$ cat config.mk
export PLATFORM = sky130hd
export DESIGN_NAME = dvd_motion_ctrl_flat
export DESIGN_NICKNAME = d
export VERILOG_FILES = /design/src/rtl/dvd_motion_if.sv /design/src/rtl/dvd_motion_ctrl.sv /design/src/flat_wrapper.sv
export SDC_FILE = /design/constraint.sdc
export NUM_CORES = 1
export LEC_CHECK = 0
export CAP_MARGIN = 10
export CORE_MARGIN = 4
export CORE_UTILIZATION = 54
export DETAILED_ROUTE_END_ITERATION = 12
export PLACE_DENSITY = 0.77
export SETUP_SLACK_MARGIN = 0.4
export SLEW_MARGIN = 20
export SYNTH_ARGS = -nofsm -noshare
export SYNTH_HDL_FRONTEND = slang
export SYNTH_SLANG_ARGS = --single-unit
$ cat constraint.sdc
create_clock -name clk -period 5.8 [get_ports clk]
set_clock_uncertainty 0.15 [all_clocks]
set_input_delay 1.16 -clock clk [delete_from_list [all_inputs] [get_ports clk]]
set_output_delay 1.16 -clock clk [all_outputs]
set_load 0.03 [all_outputs]
$ cat src/rtl/dvd_motion_if.sv
`default_nettype none
// ============================================================================
//  Module      : dvd_motion_if
//  Description : Control/status bundle between the frame scheduler and the
//                bouncing-logo motion controller.
//  Revision    : 1.0 - initial release
// ============================================================================
interface dvd_motion_if #(
    parameter int X_W = 10,
    parameter int Y_W = 10
);
    logic           frame_tick;
    logic           pause;
    logic [1:0]     speed;
    logic [X_W-1:0] logo_x;
    logic [Y_W-1:0] logo_y;
    logic [2:0]     color_idx;
    logic           bounce;
    logic           corner;
    logic [7:0]     bounce_cnt;
    logic           busy;

    modport master (
        output frame_tick, pause, speed,
        input  logo_x, logo_y, color_idx, bounce, corner, bounce_cnt, busy
    );

    modport slave (
        input  frame_tick, pause, speed,
        output logo_x, logo_y, color_idx, bounce, corner, bounce_cnt, busy
    );
endinterface
`default_nettype wire

$ cat src/rtl/dvd_motion_ctrl.sv
`default_nettype none
// ============================================================================
//  Module      : dvd_motion_ctrl
//  Description : Per-frame motion scheduler for the bouncing-logo screensaver.
//                Each accepted frame tick runs X then Y into shadow registers
//                and publishes both at a single commit edge.
//  Revision    : 1.0 - initial release
// ============================================================================
module dvd_motion_ctrl #(
    parameter int H_RES   = 640,
    parameter int V_RES   = 480,
    parameter int LOGO_W  = 128,
    parameter int LOGO_H  = 64,
    parameter int X_W     = 10,
    parameter int Y_W     = 10,
    parameter int COLOR_N = 8
) (
    input wire logic    clk,
    input wire logic    rst,
    dvd_motion_if.slave bus
);
    localparam int             c_xmax_i = H_RES - LOGO_W;
    localparam int             c_ymax_i = V_RES - LOGO_H;
    localparam logic [X_W:0]   c_xmax   = (X_W+1)'(c_xmax_i);
    localparam logic [Y_W:0]   c_ymax   = (Y_W+1)'(c_ymax_i);
    localparam logic [X_W-1:0] c_x_home = X_W'(c_xmax_i / 2);
    localparam logic [Y_W-1:0] c_y_home = Y_W'(c_ymax_i / 2);
    localparam logic [2:0]     c_col_last = 3'(COLOR_N - 1);

    localparam logic [1:0] c_idle   = 2'd0;
    localparam logic [1:0] c_calc_x = 2'd1;
    localparam logic [1:0] c_calc_y = 2'd2;
    localparam logic [1:0] c_commit = 2'd3;

    logic [1:0]     r_state, w_next_state;
    logic [2:0]     r_step;
    logic           r_dir_x, r_dir_y;       // 0 = increasing, 1 = decreasing
    logic [X_W-1:0] r_nx, r_logo_x;
    logic [Y_W-1:0] r_ny, r_logo_y;
    logic           r_hit_x, r_hit_y;
    logic [2:0]     r_color;
    logic [7:0]     r_cnt;
    logic           r_bounce, r_corner;
    logic           w_busy;

    logic [X_W:0]   w_x_ext, w_x_step, w_x_sum;
    logic [Y_W:0]   w_y_ext, w_y_step, w_y_sum;
    logic [X_W-1:0] w_nx;
    logic [Y_W-1:0] w_ny;
    logic           w_hit_x, w_hit_y;

    // State register; reset discards any partially computed update.
    always_ff @(posedge clk or posedge rst) begin
        if (rst) r_state <= c_idle;
        else     r_state <= w_next_state;
    end

    // Next-state: ticks are only honoured in IDLE, so a tick while busy is dropped.
    always_comb begin
        w_next_state = r_state;
        unique case (r_state)
            c_idle:   if (bus.frame_tick && !bus.pause) w_next_state = c_calc_x;
            c_calc_x: w_next_state = c_calc_y;
            c_calc_y: w_next_state = c_commit;
            default:  w_next_state = c_idle;
        endcase
    end

    // FSM outputs.
    always_comb begin
        w_busy = (r_state != c_idle);
    end

    // X step with wall clamp; one extra bit keeps the sum from wrapping.
    always_comb begin
        w_x_ext  = {1'b0, r_logo_x};
        w_x_step = (X_W+1)'(r_step);
        w_x_sum  = w_x_ext + w_x_step;
        w_nx     = w_x_sum[X_W-1:0];
        w_hit_x  = 1'b0;
        if (!r_dir_x) begin
            if (w_x_sum >= c_xmax) begin
                w_nx    = c_xmax[X_W-1:0];
                w_hit_x = 1'b1;
            end
        end else if (w_x_ext <= w_x_step) begin
            w_nx    = '0;
            w_hit_x = 1'b1;
        end else begin
            w_nx    = r_logo_x - X_W'(r_step);
        end
    end

    // Y step, same rule as X.
    always_comb begin
        w_y_ext  = {1'b0, r_logo_y};
        w_y_step = (Y_W+1)'(r_step);
        w_y_sum  = w_y_ext + w_y_step;
        w_ny     = w_y_sum[Y_W-1:0];
        w_hit_y  = 1'b0;
        if (!r_dir_y) begin
            if (w_y_sum >= c_ymax) begin
                w_ny    = c_ymax[Y_W-1:0];
                w_hit_y = 1'b1;
            end
        end else if (w_y_ext <= w_y_step) begin
            w_ny    = '0;
            w_hit_y = 1'b1;
        end else begin
            w_ny    = r_logo_y - Y_W'(r_step);
        end
    end

    // Datapath: latch step, fill shadows, then publish everything at COMMIT.
    always_ff @(posedge clk or posedge rst) begin
        if (rst) begin
            r_step   <= 3'd1;
            r_dir_x  <= 1'b0;
            r_dir_y  <= 1'b0;
            r_nx     <= '0;
            r_ny     <= '0;
            r_hit_x  <= 1'b0;
            r_hit_y  <= 1'b0;
            r_logo_x <= c_x_home;
            r_logo_y <= c_y_home;
            r_color  <= 3'd0;
            r_cnt    <= 8'd0;
            r_bounce <= 1'b0;
            r_corner <= 1'b0;
        end else begin
            r_bounce <= 1'b0;
            r_corner <= 1'b0;
            unique case (r_state)
                c_idle: begin
                    if (bus.frame_tick && !bus.pause) r_step <= {1'b0, bus.speed} + 3'd1;
                end
                c_calc_x: begin
                    r_nx    <= w_nx;
                    r_hit_x <= w_hit_x;
                    if (w_hit_x) r_dir_x <= ~r_dir_x;
                end
                c_calc_y: begin
                    r_ny    <= w_ny;
                    r_hit_y <= w_hit_y;
                    if (w_hit_y) r_dir_y <= ~r_dir_y;
                end
                default: begin
                    r_logo_x <= r_nx;
                    r_logo_y <= r_ny;
                    r_bounce <= r_hit_x | r_hit_y;
                    r_corner <= r_hit_x & r_hit_y;
                    // A corner is still one bounce frame: single colour advance.
                    if (r_hit_x | r_hit_y) begin
                        r_color <= (r_color == c_col_last) ? 3'd0 : r_color + 3'd1;
                        if (r_cnt != 8'hFF) r_cnt <= r_cnt + 8'd1;
                    end
                end
            endcase
        end
    end

    assign bus.logo_x     = r_logo_x;
    assign bus.logo_y     = r_logo_y;
    assign bus.color_idx  = r_color;
    assign bus.bounce     = r_bounce;
    assign bus.corner     = r_corner;
    assign bus.bounce_cnt = r_cnt;
    assign bus.busy       = w_busy;
endmodule
`default_nettype wire

$ cat src/flat_wrapper.sv
// flat-port wrapper written by rule: the top's interface ports become plain ports
module dvd_motion_ctrl_flat 
#(
    parameter int H_RES   = 640,
    parameter int V_RES   = 480,
    parameter int LOGO_W  = 128,
    parameter int LOGO_H  = 64,
    parameter int X_W     = 10,
    parameter int Y_W     = 10,
    parameter int COLOR_N = 8
)
  (clk, rst, bus_frame_tick, bus_pause, bus_speed, bus_logo_x, bus_logo_y, bus_color_idx, bus_bounce, bus_corner, bus_bounce_cnt, bus_busy);
  dvd_motion_if #(.X_W(X_W), .Y_W(Y_W)) bus_i ();
  input wire logic clk;
  input wire logic rst;
  input wire logic [$bits(bus_i.frame_tick)-1:0] bus_frame_tick;
  input wire logic [$bits(bus_i.pause)-1:0] bus_pause;
  input wire logic [$bits(bus_i.speed)-1:0] bus_speed;
  output wire logic [$bits(bus_i.logo_x)-1:0] bus_logo_x;
  output wire logic [$bits(bus_i.logo_y)-1:0] bus_logo_y;
  output wire logic [$bits(bus_i.color_idx)-1:0] bus_color_idx;
  output wire logic [$bits(bus_i.bounce)-1:0] bus_bounce;
  output wire logic [$bits(bus_i.corner)-1:0] bus_corner;
  output wire logic [$bits(bus_i.bounce_cnt)-1:0] bus_bounce_cnt;
  output wire logic [$bits(bus_i.busy)-1:0] bus_busy;
  assign bus_i.frame_tick = bus_frame_tick;
  assign bus_i.pause = bus_pause;
  assign bus_i.speed = bus_speed;
  assign bus_logo_x = bus_i.logo_x;
  assign bus_logo_y = bus_i.logo_y;
  assign bus_color_idx = bus_i.color_idx;
  assign bus_bounce = bus_i.bounce;
  assign bus_corner = bus_i.corner;
  assign bus_bounce_cnt = bus_i.bounce_cnt;
  assign bus_busy = bus_i.busy;
  dvd_motion_ctrl #(.H_RES(H_RES), .V_RES(V_RES), .LOGO_W(LOGO_W), .LOGO_H(LOGO_H), .X_W(X_W), .Y_W(Y_W), .COLOR_N(COLOR_N)) u_core (.clk(clk), .rst(rst), .bus(bus_i));
endmodule
# After elaboration in Yosys (flattened, before gate mapping)
# Cells that the tools add are included.
[totals]
regBits = 62
inputBits = 6
out_inout_bits = 34
elab_cells = 62
[classes]
add_sub_neg = 7
magnitude_cmp = 4
eq_ne = 5
mux = 17
bitwise = 5
n_reduce_logical = 10
[op_table]
columns = ["op", "count"]
rows = [
  ["$mux W10", 6],
  ["$add A10 B3 Y11", 2],
  ["$le A10 B3 Y1", 2],
  ["$sub A10 B3 Y10", 2],
  ["$ge A11 B10 Y1 const B", 1],
  ["$ge A11 B9 Y1 const B", 1],
  ["$add A8 B1 Y8 const B", 1],
  ["$mux W1", 8],
  ["$ne A8 B8 Y1 const B", 1],
  ["$reduce_and A2 Y1", 4],
  ["$pmux W2 S3", 1],
  ["$add A2 B1 Y3 const B", 1],
  ["$add A3 B1 Y3 const B", 1],
  ["$eq A3 B3 Y1 const B", 1],
  ["$mux W3", 1],
  ["$not A1 Y1", 3],
  ["$reduce_and A3 Y1", 1],
  ["$reduce_or A3 Y1", 1],
  ["$eq A2 B1 Y1 const B", 1],
  ["$eq A2 B2 Y1 const B", 1],
  ["$logic_not A2 Y1", 1],
  ["$mux W2", 1],
  ["$ne A2 B1 Y1 const B", 1],
  ["$reduce_bool A2 Y1", 1],
  ["4 further kinds", 4],
]

# Logic depth before layout (Yosys ltp)
[logic_depth]
word_depth = 5
mapped_depth = 10
ltp_nobuf = 10

# Worst setup path after synthesis
# Ideal clock, no wire load.
[synth_timing]
path_kind = "flip-flop to flip-flop"
from = "reg u_core.r_logo_y[0] (netlist: u_core.bus.logo_y[0])"
to = "reg u_core.r_ny[2]"
setup_ns = 0.126
arrival_time_ns = 2.385
setup_slack_ns = 3.138
path_stages_with_launch = 9
path_buffers = 0
period_less_slack_ns = 2.662
cell_sequence = "dfrtp_1 ha_1 fa_1 nor2b_2 o2111ai_1 xor2_1 a32oi_2 nor2_2 a221o_1"
[synth_via]
elab_chain_len = 4
[synth_rtl]
columns = ["item", "line_no", "text"]
rows = [
  ["from (decl)", "dvd_motion_ctrl.sv:39", "logic [Y_W-1:0] r_ny, r_logo_y;"],
  ["from (signal assigned)", "dvd_motion_ctrl.sv:125", "r_logo_y <= c_y_home;"],
  ["from (signal assigned)", "dvd_motion_ctrl.sv:149", "r_logo_y <= r_ny;"],
  ["$add A10 B3 Y11", "dvd_motion_ctrl.sv:98", "w_y_sum = w_y_ext + w_y_step;"],
  ["$ge A11 B9 Y1", "dvd_motion_ctrl.sv:102", "if (w_y_sum >= c_ymax) begin"],
  ["$mux W10", "dvd_motion_ctrl.sv:102", ""],
  ["$mux W10 (*)", "dvd_motion_ctrl.sv:101", "if (!r_dir_y) begin"],
  ["to (signal assigned)", "dvd_motion_ctrl.sv:143", "r_ny <= w_ny;"],
  ["to (decl)", "dvd_motion_ctrl.sv:39", ""],
]
# Mark *: on every way between the ends. The rest lies on a longest branch, timed or not.
# A chain may end at the register's enable or synchronous reset.

# Worst setup path after layout
[layout_timing]
from = "reg u_core.r_state[1]"
to = "out bus_busy"
[layout_via]
elab_chain_len = 1
[layout_rtl]
columns = ["item", "line_no", "text"]
rows = [
  ["from (decl)", "dvd_motion_ctrl.sv:35", "logic [1:0] r_state, w_next_state;"],
  ["from (signal assigned)", "dvd_motion_ctrl.sv:54", "if (rst) r_state <= c_idle;"],
  ["from (signal assigned)", "dvd_motion_ctrl.sv:55", "else r_state <= w_next_state;"],
  ["$reduce_bool A2 Y1", "dvd_motion_ctrl.sv:71", "w_busy = (r_state != c_idle);"],
  ["to (decl)", "flat_wrapper.sv:25", "output wire logic [$bits(bus_i.busy)-1:0] bus_busy;"],
]
# No other way between the ends.

==> reports/metrics.yaml <==
run_status:
  status: "finished clean"
setup_path:
  path_class: "register to primary output"
  r2r_setup_slack_ns: 3.04
  crit_arrival_ns: 1.81
  worstReg2RegStart: "u_core.r_step[0]"
  cp-end-kind: "primary output"
  reg2reg_depth: 8
  worstPathMaxFanout: 4
  reg2reg_to: "u_core.r_nx[0]"
  endpoint: "bus_busy"
  cp-start-kind: "register"
  cp_data_required_time_ns: 4.49
  worstSetupStartpoint: "u_core.r_state[1]"
synthesis:
  synth_nets: 401
  synth.most_common_cell: "dfrtp_1"
  yosys.area.top_type: "dfrtp_1"
  synth.distinct_cells: 67
  async_flop_share_pct: 100
  synth.area.top_cells: "dfrtp_1 38%, ha_1 6.6%, mux2_2 5.7%"
  postSynthCellCount: 371
  synth_edf_count: 0
  yosys_warnings: 0
  synthXorXnorAreaFrac_pct: 6.51
  synthFlopType: "dfrtp_1"
  avgSynthCellArea_um2: 10.2
  synthAdderAreaFrac_pct: 8.76
  synth_common_cells: "57 x dfrtp_1, 38 x nand2_1, 28 x nor2_1, 20 x ha_1, 20 x o21ai_0"
  synthesis.area_um2: 3770
  ys_seq_elements: 62
  synth-simple-area-share_pct: 16.8
  synth-seq-area-share_pct: 41.3
  synth.top_cell.area_share_pct: 37.8
  synth_compound_area_share_pct: 16.9
  synth_top_family_by_area: "compound AO/OA/AOI/OAI gates"
  synthMuxAreaShare_pct: 6.07
global_routing:
  grt_pass1_vias: 2869
  antenna_found_initial: 0
  grt_pass1_wl_mm: 14.3
  track_usage_pct: 21.3
  grt-ovfl-total: 0
  grt_max_degree: 63
pwr:
  p_total_w: 0.00254
  p_leak_nw: 1.80
  p_per_area_nw_per_um2: 578
  vdd.ir_drop.worst_uv: 297
clock_network:
  htree_levels: 3
  cts_buffer_depth: 2
  clkTransAtPathRegs_ns: 0.08
  clk_latency_ns: 0.34
  cts_setup_buffers: 0
  cts_hold_buf: 0
  cts_resized: 0
  cts_tree: "yes"
  cts_buffers: 9
  cts.sinks: 62
  cts_root_buf: "clkbuf_8"
die:
  rows: 30
  die_w_um: 91.6
  start_util_pct: 55.5
  dieArea_um2: 8380
  core_area_um2: 6790
  die_y_um: 91.6
  io_pins: 40
finish:
  drive_above_1_share_pct: 14.5
  final_nets: 439
  diodes: 0
  finalNonFillerCells: 510
  area_growth_pct: 16.8
  nFillCells: 576
timing:
  max_slew.worst_pin.slew_ns: 0.766
  max_freq_ghz: 0.321
  tns_ns: 0
  hold_viol_final: 0
  slew_violations: 0
  slew_headroom_pct: 48.9
  setup_viol: 0
  post-route-min-period_ns: 3.12
  fin_crit_sh_pct: 53.8
  grt_setup_unrepaired: "no"
detailed_routing:
  drt-initial-drc-count: 155
  routed_wl_mm: 8.27
  drc: 0
  vias: 2981
  drt-wirelength-per-cell_um: 16.2
  vias_per_cell: 5.85
  ant_nets: 0
  drtPass1Iterations: 4
place:
  hpwl_mm: 5.83
  dp.cells: 494
  place_congestion: 0.854
  port_buffers: 39
run:
  max_cap_viol_count: 0
hold_path:
  hold_path.class: "register to register"
  min_path_cells: 1
state kept, by name (all words and copies together), names as in the netlist, 2 cells and up:
register               count
u_core.r_step              3
u_core.r_state             2
u_core.r_ny               10
u_core.bus.color_idx       3
u_core.bus.logo_x         10
u_core.bus.logo_y         10
u_core.r_nx               10
u_core.bus.bounce_cnt      8
metrics by stage:
step,area [µm²],util [%],setup slack [ns],hold slack (ns)
2_1_floorplan,3770,-,2.96,0.296
3_3_place_gp,4230,62.3,3.08,0.311
3_5_place_dp,4230,62.3,3.04,0.315
4_1_cts,4400,64.8,2.66,0.332
5_1_grt,4400,64.8,2.55,0.341
6_report,4400,64.8,2.68,0.329
cell usage in the layout, fill, tap and decap left out, types with 4 or more instances in the layout:
| cell type | n |
|---|---|
| a21oi_1 | 12 |
| and3_1 | 5 |
| clkbuf_8 | 9 |
| clkdlybuf4s50_1 | 39 |
| dfrtp_1 | 57 |
| dfstp_2 | 5 |
| fa_1 | 4 |
| ha_1 | 20 |
| inv_1 | 17 |
| mux2_2 | 19 |
| nand2_1 | 38 |
| nand3_1 | 8 |
| nand4_1 | 5 |
| nand4b_1 | 4 |
| nor2_1 | 28 |
| nor2b_1 | 9 |
| nor4_1 | 4 |
| o21a_1 | 6 |
| o21ai_0 | 20 |
| o221ai_1 | 6 |
| xnor2_1 | 18 |
| xor2_1 | 10 |
power breakdown:
part / leakage (nW) / total (W) / internal [W] / switching (W)
clock network: 0.0816 / 0.000335 / 0.000155 / 0.000180
registers: 0.768 / 0.000808 / 0.000596 / 0.000212
logic: 0.947 / 0.00140 / 0.000610 / 0.000792
total: 1.80 / 0.00254 / 0.00136 / 0.00118
kinds of logic after synthesis:
| logic type | count (synthesis) |
|---|---|
| buf+inv | 33 |
| xor+xnor | 28 |
| fa+ha+maj | 24 |
| mux | 20 |
| compound gates | 84 |
| flops | 62 |
| simple gates | 120 |
worst max-delay path: stages (launching register included):
cell and delay [ns]:
dfrtp_1 0.38, inv_1 0.09, ha_1 0.23, inv_1 0.10
clkdlybuf4s50_1 0.67
layout make-up:
type / instances / area, µm² / share of cell area [%]
Multi-Input combinational cell: 276 / 2080 / 47.1
Sequential cell: 62 / 1560 / 35.4
Timing Repair Buffer: 41 / 405 / 9.20
Clock buffer: 9 / 124 / 2.81
Tap cell: 96 / 120 / 2.73
Inverter: 19 / 71.3 / 1.62
Clock inverter: 7 / 50.0 / 1.14
metal layers:
layer	part of all wire, %	vias up	GRT usage [%]
li1	-	1407	-
met1	47	1459	30.3
met2	45	106	31.4
met3	7.2	9	6.88
met4	1.3	0	5.53
met5	0	-	0
how the worst min path moves through the flow:
stage,slack (ns),end,start
after CTS,0.33,u_core.r_nx[8],u_core.r_nx[8]
after global routing,0.34,u_core.r_nx[8],u_core.r_nx[8]
final,0.33,u_core.r_nx[8],u_core.r_nx[8]
after global placement,0.31,u_core.r_nx[8],u_core.r_nx[8]
after floorplan,0.30,u_core.r_nx[8],u_core.r_nx[8]
after detailed placement,0.32,u_core.r_nx[8],u_core.r_nx[8]
Power figures use the tool's default switching activity.
